$ cat config.mk
export PLATFORM = sky130hd
export DESIGN_NAME = pattern_player
export DESIGN_NICKNAME = d
export VERILOG_FILES = /design/src/rtl/pattern_player.sv
export SDC_FILE = /design/constraint.sdc
export NUM_CORES = 1
export LEC_CHECK = 0
export CAP_MARGIN = 10
export CELL_PAD_IN_SITES_DETAIL_PLACEMENT = 0
export CELL_PAD_IN_SITES_GLOBAL_PLACEMENT = 1
export CORE_UTILIZATION = 40
export CTS_CLUSTER_SIZE = 10
export DETAILED_ROUTE_END_ITERATION = 12
export GPL_ROUTABILITY_DRIVEN = 0
export PLACE_DENSITY_LB_ADDON = 0.1
export SYNTH_ARGS = -nofsm -noshare
export SYNTH_HDL_FRONTEND = slang
export SYNTH_SLANG_ARGS = --single-unit
$ cat constraint.sdc
create_clock -name clk -period 2.97 [get_ports clk]
set_input_delay 0.594 -clock clk [delete_from_list [all_inputs] [get_ports clk]]
set_output_delay 0.594 -clock clk [all_outputs]
set_load 0.02 [all_outputs]
$ cat src/rtl/pattern_player.sv
// Plays one Simon Says round by walking the pattern ROM from address 0 to round_len-1.
// Each step lights the fetched pattern for ON_TICKS cycles, then blanks the LEDs for OFF_TICKS cycles.
module pattern_player #(
    parameter int ADDR_W    = 8,
    parameter int BTN_W     = 12,
    parameter int ON_TICKS  = 1000,
    parameter int OFF_TICKS = 500
) (
    input  logic              clk,
    input  logic              rst_n,
    input  logic              start,
    input  logic [ADDR_W-1:0] round_len,
    output logic [ADDR_W-1:0] sel,
    output logic              en,
    input  logic [BTN_W-1:0]  btns_in,
    output logic [BTN_W-1:0]  leds,
    output logic              busy,
    output logic              done
);

    // Handshake: a round request is a single-cycle start pulse, accepted only in IDLE.
    // busy covers the accepted round, and done pulses for one cycle when it ends.
    // done and busy are never high in the same cycle.
    localparam int MAX_TICKS = (ON_TICKS > OFF_TICKS) ? ON_TICKS : OFF_TICKS;
    localparam int TIMER_W   = (MAX_TICKS > 1) ? $clog2(MAX_TICKS) : 1;
    localparam logic [TIMER_W-1:0] ON_LOAD  = TIMER_W'(ON_TICKS - 1);
    localparam logic [TIMER_W-1:0] OFF_LOAD = TIMER_W'(OFF_TICKS - 1);

    typedef enum logic [2:0] {
        S_IDLE,
        S_FETCH,
        S_LOAD,
        S_SHOW,
        S_GAP,
        S_FIN
    } state_t;

    state_t              state, state_d;
    logic [TIMER_W-1:0]  timer, timer_d;
    logic [ADDR_W-1:0]   len_q, len_d;
    logic [ADDR_W-1:0]   sel_d;
    logic [BTN_W-1:0]    leds_d;
    logic                en_d, busy_d, done_d;

    always_ff @(posedge clk or negedge rst_n) begin
        if (!rst_n) begin
            state <= S_IDLE;
            timer <= '0;
            len_q <= '0;
            sel   <= '0;
            en    <= 1'b0;
            leds  <= '0;
            busy  <= 1'b0;
            done  <= 1'b0;
        end else begin
            state <= state_d;
            timer <= timer_d;
            len_q <= len_d;
            sel   <= sel_d;
            en    <= en_d;
            leds  <= leds_d;
            busy  <= busy_d;
            done  <= done_d;
        end
    end

    // Every output is registered, so each value below is what the pin shows next cycle.
    always_comb begin
        state_d = state;
        timer_d = timer;
        len_d   = len_q;
        sel_d   = sel;
        leds_d  = leds;
        busy_d  = busy;
        en_d    = 1'b0;
        done_d  = 1'b0;
        unique case (state)
            S_IDLE: begin
                if (start) begin
                    if (round_len != '0) begin
                        len_d   = round_len;
                        sel_d   = '0;
                        en_d    = 1'b1;
                        busy_d  = 1'b1;
                        state_d = S_FETCH;
                    end else begin
                        done_d  = 1'b1;
                        state_d = S_FIN;
                    end
                end
            end
            S_FETCH: state_d = S_LOAD;
            S_LOAD: begin
                leds_d  = btns_in;
                timer_d = ON_LOAD;
                state_d = S_SHOW;
            end
            S_SHOW: begin
                if (timer == '0) begin
                    leds_d  = '0;
                    timer_d = OFF_LOAD;
                    state_d = S_GAP;
                end else begin
                    timer_d = timer - 1'b1;
                end
            end
            S_GAP: begin
                if (timer != '0) begin
                    timer_d = timer - 1'b1;
                end else if (sel == len_q - ADDR_W'(1)) begin
                    // busy drops as done rises so the two never overlap
                    done_d  = 1'b1;
                    busy_d  = 1'b0;
                    state_d = S_FIN;
                end else begin
                    sel_d   = sel + ADDR_W'(1);
                    en_d    = 1'b1;
                    state_d = S_FETCH;
                end
            end
            S_FIN: state_d = S_IDLE;
            default: state_d = S_IDLE;
        endcase
    end

endmodule
==> run summary <==
net count after synthesis: 277
Power Dens Cells: 593.5 nW/um^2
top cells by count, synth: dfrtp_1 (44), nand2_1 (29), a22o_1 (12), nor2_1 (12)
layout net count: 321
DR vias: 2031
DP Worst Slack: 0.2470 ns
Setup CP Type: flop to flop
Initial Util: 42.70%
post-synthesis mux area share: 4.440%
Fin Setup TNS: 0 ns
post-route insts no fill: 368
cell area after synthesis: 2424 um^2
Compound-Gate Fraction of Synth Area: 22.30%
LEAKAGE: 1.221 nW
Die H: 79.84 um
Rel. slew slack: 25.21%
simple-gate share of the synthesized area: 18.84%
initial antenna violation count: 0
clk sink count: 44
port buffer count: 45
drt wl/cell: 16.19 um
Design Area, Final: 3030 um^2
Clock Latency Late Sink: 0.30 ns
yosys warns: 0
Area Overhead vs Synth: 25.04%
max_cap viols: 0
crit end category: flop
vias in the first global route: 1963
final core utilization: 53.40%
Max Fanout on Critical Path: 11
Synth Area in XOR/XNOR: 3.252%
Max VDD drop: 0.3361 mV
GRT overflow: 0
RSZ-0062 raised after global routing: false
layout cells sized above 1: 8.446%
first-pass GRT wire length: 9.846 mm
max frequency: 368.0 MHz
sequential fraction of the synthesis area: 45.43%
fill cell count: 537
count leader, synth: dfrtp_1
worst slew pin tran: 1.114 ns
post-route setup slack: 0.2523 ns
Inserted Diodes: 0
# rows: 27
R2R depth: 7
Antenna Violating Nets Remaining: 0
Post-Syn Instances: 251
DRC viols: 0
WP data required: 3.22 ns
Design Power: 1.798 mW
Final Hold Vio Count: 0
Post-CTS Setup Inserts: 0
Post-Synth Adder-Cell Area: 1.549%
EDFF count, synth: 0
drt via density: 5.519
CTS tree: done
clock slew seen by the registers of the worst setup and hold paths: 0.09 ns
DRT iter0 DRCs: 74
dominant cell type by area after synthesis: dfrtp_1
post-synthesis area per instance: 9.656 um^2
H-Tree Depth: 2
skew final: 0.01341 ns
hpwl dp: 4.180 mm
final hold slack: 0.4460 ns
clock buffer depth: 2
Floorplan Core Area: 5675 um^2
die width: 79.84 um
Post-CTS Resized: 0
Placed Cells: 360
Detailed Route WL: 5.959 mm
# setup viols final: 0
startpoint class of the critical path: flop
cts hold-fix bufs: 0
drt first pass iters: 4
clk root buf: clkbuf_8
Synth Register Bits: 44
Post-DP Area: 2937 um^2
boundary pin count: 46
largest family of logic cells by synthesized area: compound AO/OA/AOI/OAI gates
total track usage: 20.30%
asr flop ratio synth: 100.0%
status: completed
min-delay worst type: primary input to async pin
WP data arrival: 2.96 ns
CTS buffer count: 5
Pins Over Slew Limit: 0
main area contributors after synthesis: dfrtp_1 (45%), nand2_1 (4.5%), a22o_1 (4.3%)
minimum clock period: 2.718 ns
Top FF cell, synth: dfrtp_1
pin count of the biggest net entering global routing: 45
Synth top area share: 45.43%
Netlist cell types: 52
final critical-path share of the clock period: 91.50%
die area: 6374 um^2
area by class of cell:
| type | count | area (um^2) | share of cell area (%) |
|---|---|---|---|
| sequential | 44 | 1101 | 36.33 |
| timing repair buffer | 50 | 483.0 | 15.94 |
| clock inverter | 1 | 7.507 | 0.2477 |
| multi-input combinational | 183 | 1221 | 40.30 |
| inverter | 11 | 41.29 | 1.363 |
| tap | 72 | 90.09 | 2.973 |
| clock buffer | 7 | 86.33 | 2.849 |
where the power goes:
group          internal, mW  switching [mW]  total (mW)  leakage [nW]
combinational         0.283           0.245       0.528         0.639
sequential            0.722           0.150       0.872         0.538
clock                 0.189           0.210       0.399        0.0445
path summary, 6_finish.rpt:
path                                           start                   end  slack [ns]
worst max-delay path            timer[0]$_DFFE_PN0P_    sel[4]$_DFFE_PN0P_        0.25
worst min-delay path                           rst_n    sel[6]$_DFFE_PN0P_        0.45
worst max register to register  timer[0]$_DFFE_PN0P_    sel[4]$_DFFE_PN0P_        0.25
worst min register to register      busy$_DFFE_PN0P_      busy$_DFFE_PN0P_        0.48
max in group asynchronous                      rst_n  len_q[4]$_DFFE_PN0P_        1.91
min in group clk                    busy$_DFFE_PN0P_      busy$_DFFE_PN0P_        0.48
layer usage:
metal / GRT usage (%) / wire [um] / vias to the layer above
met5: 0 / 0 / -
met4: 5.714 / 46 / 0
met3: 3.886 / 197 / 5
met2: 33.68 / 2904 / 44
met1: 26.88 / 2811 / 967
li1: - / - / 1015
critical path, stage by stage, from the launching register on:
cell,delay [ns]
dfrtp_1,0.45
inv_1,0.08
ha_1,0.22
or4b_4,0.51
or3_1,0.57
or4_1,0.52
mux2_2,0.27
nand2_1,0.05
logic make-up (layout without fill, tap and decap cells):
| logic type | Yosys count | in the layout |
|---|---|---|
| buffers and inverters | 24 | 69 |
| AND/OR/NAND/NOR | 85 | 85 |
| XOR/XNOR | 9 | 9 |
| multiplexers | 10 | 10 |
| AO/OA/AOI/OAI | 76 | 76 |
| flip-flops | 44 | 44 |
| adder cells (fa/ha/maj) | 3 | 3 |
placed cells by master, fill, tap and decap left out, types with 2 or more instances in the layout:
| cell | instances |
|---|---|
| o31ai_1 | 6 |
| buf_4 | 5 |
| a31oi_1 | 3 |
| nand2b_1 | 5 |
| xor2_1 | 4 |
| nor4_1 | 4 |
| or3_1 | 3 |
| o21ai_0 | 10 |
| clkdlybuf4s50_1 | 44 |
| inv_1 | 11 |
| a2111oi_0 | 2 |
| dfrtp_1 | 44 |
| or4_1 | 7 |
| mux2i_1 | 4 |
| xnor2_1 | 5 |
| ha_1 | 3 |
| nor2_1 | 12 |
| clkbuf_8 | 6 |
| nor3_1 | 7 |
| or2_2 | 2 |
| a21oi_1 | 11 |
| nand3_1 | 5 |
| a21boi_0 | 2 |
| o21ai_1 | 9 |
| a21o_1 | 4 |
| nand4_1 | 3 |
| nand2_1 | 29 |
| mux2_1 | 2 |
| mux2_2 | 4 |
| o211ai_1 | 4 |
| a22o_1 | 12 |
flip-flops by register name, summed over array words and instances, names as in the netlist:
register,count
done,1
busy,1
en,1
state,3
timer,10
sel,8
len_q,8
leds,12
No activity file was read; power rests on OpenSTA's default activity.
